`config.mk`:
```
export PLATFORM = sky130hd
export DESIGN_NAME = serial_word_loader
export DESIGN_NICKNAME = d
export VERILOG_FILES = /design/src/rtl/serial_word_loader_pkg.sv /design/src/rtl/serial_word_loader_bit_counter.sv /design/src/rtl/serial_word_loader.sv
export SDC_FILE = /design/constraint.sdc
export NUM_CORES = 1
export LEC_CHECK = 0
export CORE_AREA = 2 2 39 41
export DETAILED_ROUTE_END_ITERATION = 7
export DIE_AREA = 0 0 41 43
export PLACE_DENSITY = 0.77
export REMOVE_ABC_BUFFERS = 1
export SYNTH_ARGS = -nofsm -noshare
export SYNTH_HDL_FRONTEND = slang
export SYNTH_SLANG_ARGS = --single-unit
```
`constraint.sdc`:
```
create_clock -name clk -period 1.95 [get_ports clk]
set_clock_uncertainty 0.05 [all_clocks]
set_input_delay 0.39 -clock clk [delete_from_list [all_inputs] [get_ports clk]]
set_output_delay 0.39 -clock clk [all_outputs]
set_load 0.01 [all_outputs]
```
`src/rtl/serial_word_loader_pkg.sv`:
```
// Shared types for the serial word loader: FSM state encoding and default word width.
// The PARITY state exists only when SERIAL_WORD_LOADER_PARITY_EN is defined.
package serial_word_loader_pkg;

  localparam int DEFAULT_WIDTH = 4;

`ifdef SERIAL_WORD_LOADER_PARITY_EN
  typedef enum logic [1:0] {
    IDLE   = 2'd0,
    SHIFT  = 2'd1,
    DONE   = 2'd2,
    PARITY = 2'd3
  } state_e;
`else
  typedef enum logic [1:0] {
    IDLE  = 2'd0,
    SHIFT = 2'd1,
    DONE  = 2'd2
  } state_e;
`endif

endpackage

```
`src/rtl/serial_word_loader_bit_counter.sv`:
```
// Saturating bit counter for the serial word loader; tc flags that the next
// accepted bit is the final data bit of the word.
module bit_counter #(
  parameter int MAX   = 4,
  parameter int CNT_W = $clog2(MAX + 1)
) (
  input  logic clk,
  input  logic rst_n,
  input  logic clear,
  input  logic inc,
  output logic tc
);

  logic [CNT_W-1:0] cnt_q;
  logic [CNT_W-1:0] cnt_d;

  always_comb begin
    cnt_d = cnt_q;
    if (clear) begin
      cnt_d = '0;
    end else if (inc && (cnt_q != CNT_W'(MAX))) begin
      cnt_d = cnt_q + CNT_W'(1);
    end
  end

  always_ff @(posedge clk or negedge rst_n) begin
    if (!rst_n) begin
      cnt_q <= '0;
    end else begin
      cnt_q <= cnt_d;
    end
  end

  assign tc = (cnt_q == CNT_W'(MAX - 1));

endmodule

```
`src/rtl/serial_word_loader.sv`:
```
// Serial-to-parallel word loader: collects WIDTH bits MSB-first and pulses load with D.
// Optional even-parity check enabled by SERIAL_WORD_LOADER_PARITY_EN.
module serial_word_loader
  import serial_word_loader_pkg::*;
#(
  parameter int WIDTH = DEFAULT_WIDTH
) (
  input  logic             clk,
  input  logic             reset,
  input  logic             start,
  input  logic             sin,
  input  logic             sin_valid,
  output logic [WIDTH-1:0] D,
  output logic             load,
  output logic             busy,
  output logic             err
);

  state_e           state_q, state_d;
  logic [WIDTH-1:0] sr_q, sr_d;
  logic [WIDTH-1:0] d_q, d_d;
  logic             err_q, err_d;
  logic             cnt_clr, cnt_inc, cnt_tc;

  bit_counter #(
    .MAX (WIDTH)
  ) u_bit_counter (
    .clk   (clk),
    .rst_n (reset),
    .clear (cnt_clr),
    .inc   (cnt_inc),
    .tc    (cnt_tc)
  );

  always_comb begin
    state_d = state_q;
    sr_d    = sr_q;
    d_d     = d_q;
    err_d   = 1'b0;
    cnt_clr = 1'b0;
    cnt_inc = 1'b0;
    case (state_q)
      IDLE: begin
        if (start) begin
          state_d = SHIFT;
          cnt_clr = 1'b1;
          sr_d    = '0;
        end
      end
      SHIFT: begin
        if (start) begin
          cnt_clr = 1'b1;
          sr_d    = '0;
        end else if (sin_valid) begin
          sr_d    = {sr_q[WIDTH-2:0], sin};
          cnt_inc = 1'b1;
          if (cnt_tc) begin
`ifdef SERIAL_WORD_LOADER_PARITY_EN
            state_d = PARITY;
`else
            // D is staged on the edge entering DONE so it changes with load.
            state_d = DONE;
            d_d     = {sr_q[WIDTH-2:0], sin};
`endif
          end
        end
      end
`ifdef SERIAL_WORD_LOADER_PARITY_EN
      PARITY: begin
        if (start) begin
          state_d = SHIFT;
          cnt_clr = 1'b1;
          sr_d    = '0;
        end else if (sin_valid) begin
          if (sin == ^sr_q) begin
            state_d = DONE;
            d_d     = sr_q;
          end else begin
            state_d = IDLE;
            err_d   = 1'b1;
          end
        end
      end
`endif
      DONE: begin
        state_d = IDLE;
      end
      default: begin
        state_d = IDLE;
      end
    endcase
  end

  always_ff @(posedge clk or negedge reset) begin
    if (!reset) begin
      state_q <= IDLE;
      sr_q    <= '0;
      d_q     <= '0;
      err_q   <= 1'b0;
    end else begin
      state_q <= state_d;
      sr_q    <= sr_d;
      d_q     <= d_d;
      err_q   <= err_d;
    end
  end

  assign D    = d_q;
  assign load = (state_q == DONE);
`ifdef SERIAL_WORD_LOADER_PARITY_EN
  assign busy = (state_q == SHIFT) || (state_q == PARITY);
  assign err  = err_q;
`else
  assign busy = (state_q == SHIFT);
  assign err  = 1'b0;
`endif

endmodule

```
==> results.py <==
metrics = {
    "sta": {
        "drv_slew": 0,
        "timing.final.hold_violations": 0,
        "rsz0062_at_grt": "no",
        "setup_viol": 0,
        "max_freq_ghz": 0.527,
        "tightest_slew_ps": 550,
        "setup_tns_ps": 0,
        "slew_headroom_pct": 63.2,
        "min_period_over_period_pct": 97.4,
        "setup_slack_ps": 51.1,
        "fin_crit_ps": 1900,
    },
    "worst_setup_path": {
        "r2r_setup_slack_ps": 340,
        "reg2reg_depth": 3,
        "crit_path_start_kind": "flop",
        "worst-path-stages": 2,
        "critPathMaxFanout": 7,
        "rr_endpoint": "D[0]$_DFFE_PN0P_",
        "cpLargestDelayFamily": "buffers and inverters",
        "critical-path-max-stage-delay_ps": 520,
        "arrival_ps": 1460,
        "worstPathRequired_ps": 1510,
        "crit_buf_inv": 1,
        "regToRegStartpoint": "state_q[1]$_DFFE_PN0P_",
        "critPathCaptureType": "output pin",
        "path_class": "flop to output pin",
        "crit_path_top_delay_cell": "clkdlybuf4s50_1",
        "crit_chain": "and2b_1 > clkdlybuf4s50_1",
    },
    "cells_and_area": {
        "synthToLayoutAreaGrowth_pct": 24.6,
        "drive_gt1_share_pct": 19.7,
        "layout_common_cells": "12 x dfrtp_1, 10 x clkdlybuf4s50_1, 8 x nand2_1, 5 x buf_4",
        "final_common_cell": "dfrtp_1",
        "fin_nets": 81,
        "diodes": 0,
    },
    "clock_tree": {
        "postCtsSetupBuffers": 0,
        "cts_buffer_depth": 2,
        "clock_sinks": 12,
        "clk_latency_ps": 260,
        "hold_buffers": 0,
        "numCtsBuffers": 3,
        "tritoncts": "yes",
        "cts_resized": 0,
        "root_buffer": "clkbuf_4",
        "path_clk_slew_ps": 70,
        "cts_max_level": 1,
    },
    "synth": {
        "synthCells": 57,
        "yosys.area.top_type": "dfrtp_1",
        "synth-seq-area-share_pct": 48.4,
        "ys_top_cells_by_area": "dfrtp_1 48%, mux2_4 9.7%, ha_1 6.0%, nand2_1 4.8%, a22oi_1 3.6%",
        "yosysTopAreaCellShare_pct": 48.4,
        "avgSynthCellArea_um2": 10.9,
        "mappedNetlistArea_um2": 621,
        "ys_seq_elements": 12,
        "synth.distinct_cells": 24,
        "ys_warn_count": 0,
    },
    "die": {
        "io_pins": 12,
        "die_area_mm2": 0.00176,
        "die_h_um": 43,
        "dieWidth_um": 41,
        "initial_utilization_pct": 44.8,
        "core.rowCount": 14,
        "coreArea_mm2": 0.00138,
    },
    "power": {
        "switching_power_w": 0.000210,
        "seqPwrFrac_pct": 46.9,
        "p_leak_nw": 0.354,
        "p_int_w": 0.000505,
        "power.share.clock_pct": 20.5,
        "vdd.ir_drop.worst_v": 0.000635,
        "comb_power_share_pct": 32.7,
        "powerDensity_mw_per_mm2": 925,
        "swShare_pct": 29.4,
    },
    "route": {
        "routed_via_density": 5.44,
        "drt-wirelength-per-cell_um": 13.7,
        "drcViolationCount": 0,
        "ant_nets": 0,
        "via_count": 473,
        "dr.pass1.iters": 4,
        "dr.first_iter.drc_count": 12,
        "wl_um": 1190,
    },
    "placement": {
        "port_buffers": 10,
        "dp_hpwl_um": 826,
        "place.gp.congestion": 0.796,
        "place_ws_ps": 56.4,
    },
    "global_route": {
        "grt_overflow": 0,
        "grt_pass1_vias": 439,
        "antenna_found_initial": 0,
        "grt_pass1_wl_um": 2020,
        "grt_max_degree": 13,
        "grt_usage_pct": 17.0,
    },
    "hold_path": {
        "hp-class": "input pin to async pin",
    },
    "outcome": {
        "status": "complete, no violations",
    },
    "job": {
        "cap_viol_max_count": 0,
    },
}
[final cells by class]
cell class                 count  area (µm²)
multi-input combinational     38         282
timing repair buffer          15         138
inverter                       3        11.3
sequential                    12         300
tap                           16        20.0
fill                         139         611
clock buffer                   3        22.5
[metal layers]
layer  track usage [%]  part of all wire, %  up-vias
li1                  -                    -      225
met1              25.2                   48      234
met2              23.1                   47       12
met3              4.71                  4.3        2
met4              6.00                 0.92        0
met5                 0                    0        -
[power groups by stage]
stage | logic, W | clock network, W | registers (W)
after floorplan | 0.000126 | 0 | 0.000341
after global placement | 0.000228 | 0 | 0.000339
after detailed placement | 0.000232 | 0 | 0.000340
after CTS | 0.000235 | 0.000149 | 0.000336
after global routing | 0.000263 | 0.000161 | 0.000344
final | 0.000234 | 0.000146 | 0.000335
[cell families after synthesis]
kind of cell               Yosys count  share of synthesized area, %
DFF                                 12                          48.4
and+or+nand+nor                     18                          15.5
buffers and inverters                7                          6.25
other                                1                         0.604
adders and majority gates            3                          6.05
muxes                                4                          9.68
AOI/OAI and AO/OA                   12                          13.5
[worst max path at each step]
stage,from,endpoint,slack [ps]
2_1_floorplan,state_q[1]$_DFFE_PN0P_,D[0]$_DFFE_PN0P_,390
3_3_place_gp,sin_valid,D[3]$_DFFE_PN0P_,70
3_5_place_dp,sin_valid,D[1]$_DFFE_PN0P_,60
4_1_cts,state_q[0]$_DFFE_PN0P_,load,60
5_1_grt,state_q[0]$_DFFE_PN0P_,load,4
6_report,state_q[0]$_DFFE_PN0P_,load,50
[registers in the layout (all words and copies together), names as in the netlist]
signal,flops
state_q,2
u_bit_counter.cnt_q,3
D,4
sr_q,3
[metrics by stage]
stage | utilization [%] | hold slack, ps | cells | instance area, µm² | power [W]
3_3_place_gp | 54.2 | 449 | 84 | 751 | 0.000567
6_report | 55.9 | 427 | 87 | 773 | 0.000715
2_1_floorplan | - | 44.4 | 53 | 593 | 0.000466
4_1_cts | 55.9 | 440 | 87 | 773 | 0.000720
5_1_grt | 55.9 | 465 | 87 | 773 | 0.000768
3_5_place_dp | 54.2 | 454 | 84 | 751 | 0.000572
[cell usage after synthesis]
master and number:
clkbuf_1 1, and3b_1 1, a31o_2 1, and2b_1 1, mux2_4 4, o21ai_0 4, a2bb2oi_1 1, buf_4 1
a22oi_1 3, a311oi_1 1, nor2b_1 2, nor2_1 3, buf_2 1, nand3_1 1, ha_1 3, dfrtp_1 12
conb_1 1, nor4b_1 1, nand2_1 8, and3b_4 1, a221o_1 1, a21oi_1 1, inv_1 3, buf_6 1
Power figures use the tool's default switching activity.
==> RTL edit 1: new RTL, same flow settings <==
Add a define of `SERIAL_WORD_LOADER_PARITY_EN`.
--- a/src/rtl/serial_word_loader_pkg.sv
+++ b/src/rtl/serial_word_loader_pkg.sv
@@ -1,5 +1,7 @@
 // Shared types for the serial word loader: FSM state encoding and default word width.
 // The PARITY state exists only when SERIAL_WORD_LOADER_PARITY_EN is defined.
+`define SERIAL_WORD_LOADER_PARITY_EN
+
 package serial_word_loader_pkg;
 
   localparam int DEFAULT_WIDTH = 4;
Behaviour: not the same (Yosys sat finds a counterexample within 10 cycles, from zero or initial values and one cycle with reset low).
==> RTL edit 1 against the original RTL <==
- routed wire length increased by 24%
- sequential cell count increased by 2
- power increased by 92%
- sequential power increased by 29%
- cell area increased by 36%
- die area unchanged
- worst setup slack improved by 120 ps
- synthesized area increased by 31%
- hold slack improved by 9.4 ps
- first-iteration DRC count decreased by 25%
- via count increased by 38%
- critical path type unchanged
- largest cell class is now multi-input gates
==> RTL edit 1: results (changes against the original RTL) <==
| Metric | Value |
|---|---|
| Final hold slack | 437 ps (+9.39 ps) |
| CTS H-tree depth | 1 (unchanged) |
| Root Buffer | clkbuf_4 |
| Wire per inst | 12.4 um (-9.2%) |
| Antenna diodes | 0 (unchanged) |
| Met3 wire len | 50 um (-2.0%) |
| Clock transition at path regs | 80 ps |
| Reg2Reg Setup Slack | 190 ps (-150 ps) |
| Final #Nets | 117 (+44%) |
| Largest net degree at the start of global routing | 15 (+2) |
| Met2 routed wirelength | 671 um (+20%) |
| CTS max path bufs | 2 (unchanged) |
| Max VDD drop | 0.645 mV (+1.7%) |
| DRT met1 WL | 703 um (+24%) |
| Post-synth top cells | dfrtp_1, o21ai_0, ha_1 |
| Worst EP arrival | 1340 ps (-120 ps) |
| Lkg Pwr | 0.490 nW (+38%) |
| Worst Reg-to-Reg Cells | 4 (+1) |
| DPL Wire Length | 1140 um (+38%) |
| CP Max Fanout | 3 (-4) |
| Num CTS Buffers | 3 (unchanged) |
| Sequential area share after synthesis | 42.9% (-5.4 points) |
| Layout cells sized above 1 | 22.3% (+2.6 points) |
| Synth area leaders | dfrtp_1, ha_1, o21ai_0, mux2_2, nor2b_1 |
| First-pass GRT wire length | 2650 um (+31%) |
| Slew Limit Headroom | 58.3% (-4.9 points) |
| Delay-heaviest family, CP | flip-flops |
| Final-layout fill cell count | 102 (-27%) |
| Yosys cell types | 24 (unchanged) |
| Slowest CP cell | dfrtp_1 |
| Final setup fails | 0 (unchanged) |
| Vias in the first global route | 632 (+44%) |
| Gpl congestion | 0.765 (-3.8%) |
| DRT iter0 DRCs | 9 (-3) |
| Vias | 652 (+38%) |
| DR pass1 iterations | 4 (unchanged) |
| CP max stage delay | 370 ps (-150 ps) |
| Gr usage total | 23.3% (+6.3 points) |
| Clk_lat worst skew | 290 ps (+30 ps) |
| Number of buffers inserted by port buffering | 11 (+1) |
| Syn. warnings | 0 (unchanged) |
| Top sig layer | met4 |
| # DRC | 0 (unchanged) |
| Initial antenna violation count | 0 (unchanged) |
| Status | complete, no violations |
| Ys async rst share | 100% (unchanged) |
| Min-delay worst type | in2async |
-- RTL edit 1: final timing paths --
path | start | end
worst min register to register | D[0] | D[0]
worst max register to register | sr_q[0] | state_q[1]
min in group clk | D[0] | D[0]
worst min-delay path | reset | state_q[0]
worst max-delay path | state_q[1] | busy
max in group asynchronous | reset | D[1]
-- RTL edit 1: cell families after synthesis --
group           synth area share (%)
xor+xnor                        8.90
simple gates                    13.8
flops                           42.9
mux                             5.37
buf+inv                         2.76
fa+ha+maj                       10.7
compound gates                  15.5
-- RTL edit 1: layer usage --
metal / vias up / global-route usage [%]
li1: 328 / -
met1: 307 / 29.3
met2: 12 / 34.1
met3: 5 / 4.71
met4: 0 / 16.0
met5: - / 0
-- RTL edit 1: repair_timing --
item | 4_1_cts | 5_1_grt
gates resized for setup | 3 | 3
endpoints found under the setup margin | 2 | 4
setup buffers | 0 | 1
pin swaps | 0 | 1
-- RTL edit 1: final cells by class --
cell class                 instances  share of cell area [%]
clock buffer                       3                    2.14
inverter                           5                    1.78
multi-input combinational         58                    42.4
sequential                        14                    33.3
tap                               16                    1.90
timing repair buffer              23                    18.4
-- RTL edit 1: where the power goes --
| part | leakage [nW] | internal [mW] | switching, mW |
|---|---|---|---|
| sequential | 0.179 | 0.370 | 0.0625 |
| combinational | 0.296 | 0.417 | 0.356 |
| clock | 0.0138 | 0.0718 | 0.0931 |
-- RTL edit 1: stage by stage --
step | cells | setup slack, ps | instance area, um2 | TNS, ps | util, %
floorplan | 77 | 269 | 812 | 0 | -
global placement | 115 | -225 | 1020 | -647 | 74.1
detailed placement | 115 | -272 | 1020 | -786 | 74.1
CTS | 118 | 26.5 | 1050 | 0 | 75.6
global route | 119 | 97.3 | 1050 | 0 | 76.0
finish | 119 | 169 | 1050 | 0 | 76.0
==> RTL edit 2: new RTL, same flow settings <==
Made on the original files. `sr_q` and `d_q` no longer have a reset.
--- a/src/rtl/serial_word_loader.sv
+++ b/src/rtl/serial_word_loader.sv
@@ -94,15 +94,16 @@
   always_ff @(posedge clk or negedge reset) begin
     if (!reset) begin
       state_q <= IDLE;
-      sr_q    <= '0;
-      d_q     <= '0;
       err_q   <= 1'b0;
     end else begin
       state_q <= state_d;
-      sr_q    <= sr_d;
-      d_q     <= d_d;
       err_q   <= err_d;
     end
+  end
+
+  always_ff @(posedge clk) begin
+    sr_q <= sr_d;
+    d_q  <= d_d;
   end
 
   assign D    = d_q;
Check against the original RTL: differs if reset is asserted again (counterexample within 10 cycles, from zero or initial values and one cycle with reset low); with reset held inactive, the same outputs for 10 cycles.
==> RTL edit 2 against the original RTL <==
- utilization down 4.7 points
- sequential cell count unchanged
- routed wire length down 26%
- worst setup slack better by 30 ps
- critical path depth unchanged
- cell area down 8.4%
- synthesized area down 11%
- fmax up 1.6%
- die area unchanged
- largest cell class unchanged
Power is not compared: it rests on default switching activity, and its combinational part moved more than twofold at a synthesized area within 25%.
==> RTL edit 2: results (changes against the original RTL) <==
| Metric | Value |
|---|---|
| Post-synth EDFFs | 7 (+7) |
| Reg2reg end | D[1] |
| Yosys cell types | 22 (-8.3%) |
| Slowest CP cell | clkdlybuf4s50_1 |
| DPL Wire Length | 720 um (-13%) |
| Tmin final | 1870 ps (-29.6 ps) |
| Met3 wire len | 44 um (-14%) |
| Synth area leaders | edfxtp_1, dfrtp_1, ha_1, and2_1, nor2_1 |
| Final-layout fill cell count | 122 (-12%) |
| Setup WS pre-CTS | 19.5 ps (-36.9 ps) |
| CP Max Fanout | 6 (-1) |
| Vias in the first global route | 327 (-26%) |
| Reg2Reg Setup Slack | 360 ps (+20 ps) |
| DRT met1 WL | 366 um (-35%) |
| DRT iter0 DRCs | 4 (-8) |
| Layout cells sized above 1 | 15.3% (-4.5 points) |
| Worst Reg-to-Reg Cells | 2 (-1) |
| First-pass GRT wire length | 1430 um (-29%) |
| Sequential area share after synthesis | 60.5% (+12 points) |
| Status | complete, no violations |
| Worst EP arrival | 1430 ps (-30 ps) |
| Final hold slack | 271 ps (-156 ps) |
| Met2 routed wirelength | 451 um (-19%) |
| Max reg flops | 4 (unchanged) |
| Gpl congestion | 0.811 (+1.9%) |
| Ys async rst share | 41.7% (-58 points) |
| Detailed Route WL | 880 um (-26%) |
| DR pass1 iterations | 2 (-2) |
| Gr usage total | 12.8% (-4.2 points) |
| DP Area | 682 um2 (-9.2%) |
| Post-synth top cells | edfxtp_1, dfrtp_1, nor2_1 |
| Adder-cell share of the synthesized area | 6.77% (+0.72 points) |
| Largest net degree at the start of global routing | 8 (-5) |
| Number of buffers inserted by port buffering | 10 (unchanged) |
| Worst r2r src | state_q[1] |
| Synth Area in Compound Gates | 9.71% (-3.8 points) |
==> RTL edit 2: cell types whose count changed after synthesis, sizes merged, moves of 2 or more <==
cell / unedited run / this run
dfrtp: 12 / 5
edfxtp: 0 / 7
nand2: 8 / 3
mux2: 4 / 0
a22oi: 3 / 0
and2: 0 / 3
o21ai: 4 / 1
and3b: 2 / 0
buf: 3 / 1
==> RTL edit 2: metal layers <==
layer	up-vias	global-route usage, %
li1	179	-
met1	161	14.0
met2	10	20.6
met3	4	4.71
met4	0	6.00
met5	-	0
==> RTL edit 2: final cells by class <==
class / instances / area [um2] / area share [%]
clock buffer: 4 / 26.3 / 3.71
inverter: 3 / 11.3 / 1.59
multi-input combinational: 28 / 200 / 28.3
sequential: 12 / 335 / 47.3
tap: 16 / 20.0 / 2.83
timing repair buffer: 12 / 115 / 16.3
==> RTL edit 2: cell families after synthesis <==
kind of cell | after synthesis
multiplexers | 1
buffers and inverters | 4
AND/OR/NAND/NOR | 16
AO/OA/AOI/OAI | 7
flip-flops | 12
other | 1
adder cells (fa/ha/maj) | 3
==> RTL edit 2: worst max path at each step <==
| stage | from | endpoint | cells past startpoint |
|---|---|---|---|
| floorplan | state_q[1] | D[0] | 2 |
| detailed placement | start | D[1] | 3 |
| CTS | state_q[0] | load | 2 |
| finish | state_q[0] | load | 2 |
| global placement | start | D[0] | 3 |
| global route | state_q[0] | load | 2 |
==> RTL edit 2: metrics by stage <==
step	cells	util, %
floorplan	43	-
global placement	71	49.3
detailed placement	71	49.3
CTS	75	51.2
global route	75	51.2
finish	75	51.2
==> RTL edit 2: where the power goes <==
part / switching [mW] / leakage [nW] / internal (mW)
clock: 0.0789 / 0.0150 / 0.0792
sequential: 0.0121 / 0.132 / 0.288
combinational: 0.0304 / 0.151 / 0.0361
total: 0.121 / 0.298 / 0.403
==> RTL edit 2: worst reg2reg max path, stage by stage, from the launching register on <==
cell     delay (ps)
dfrtp_1         450
or3b_4          440
nor2_1          310
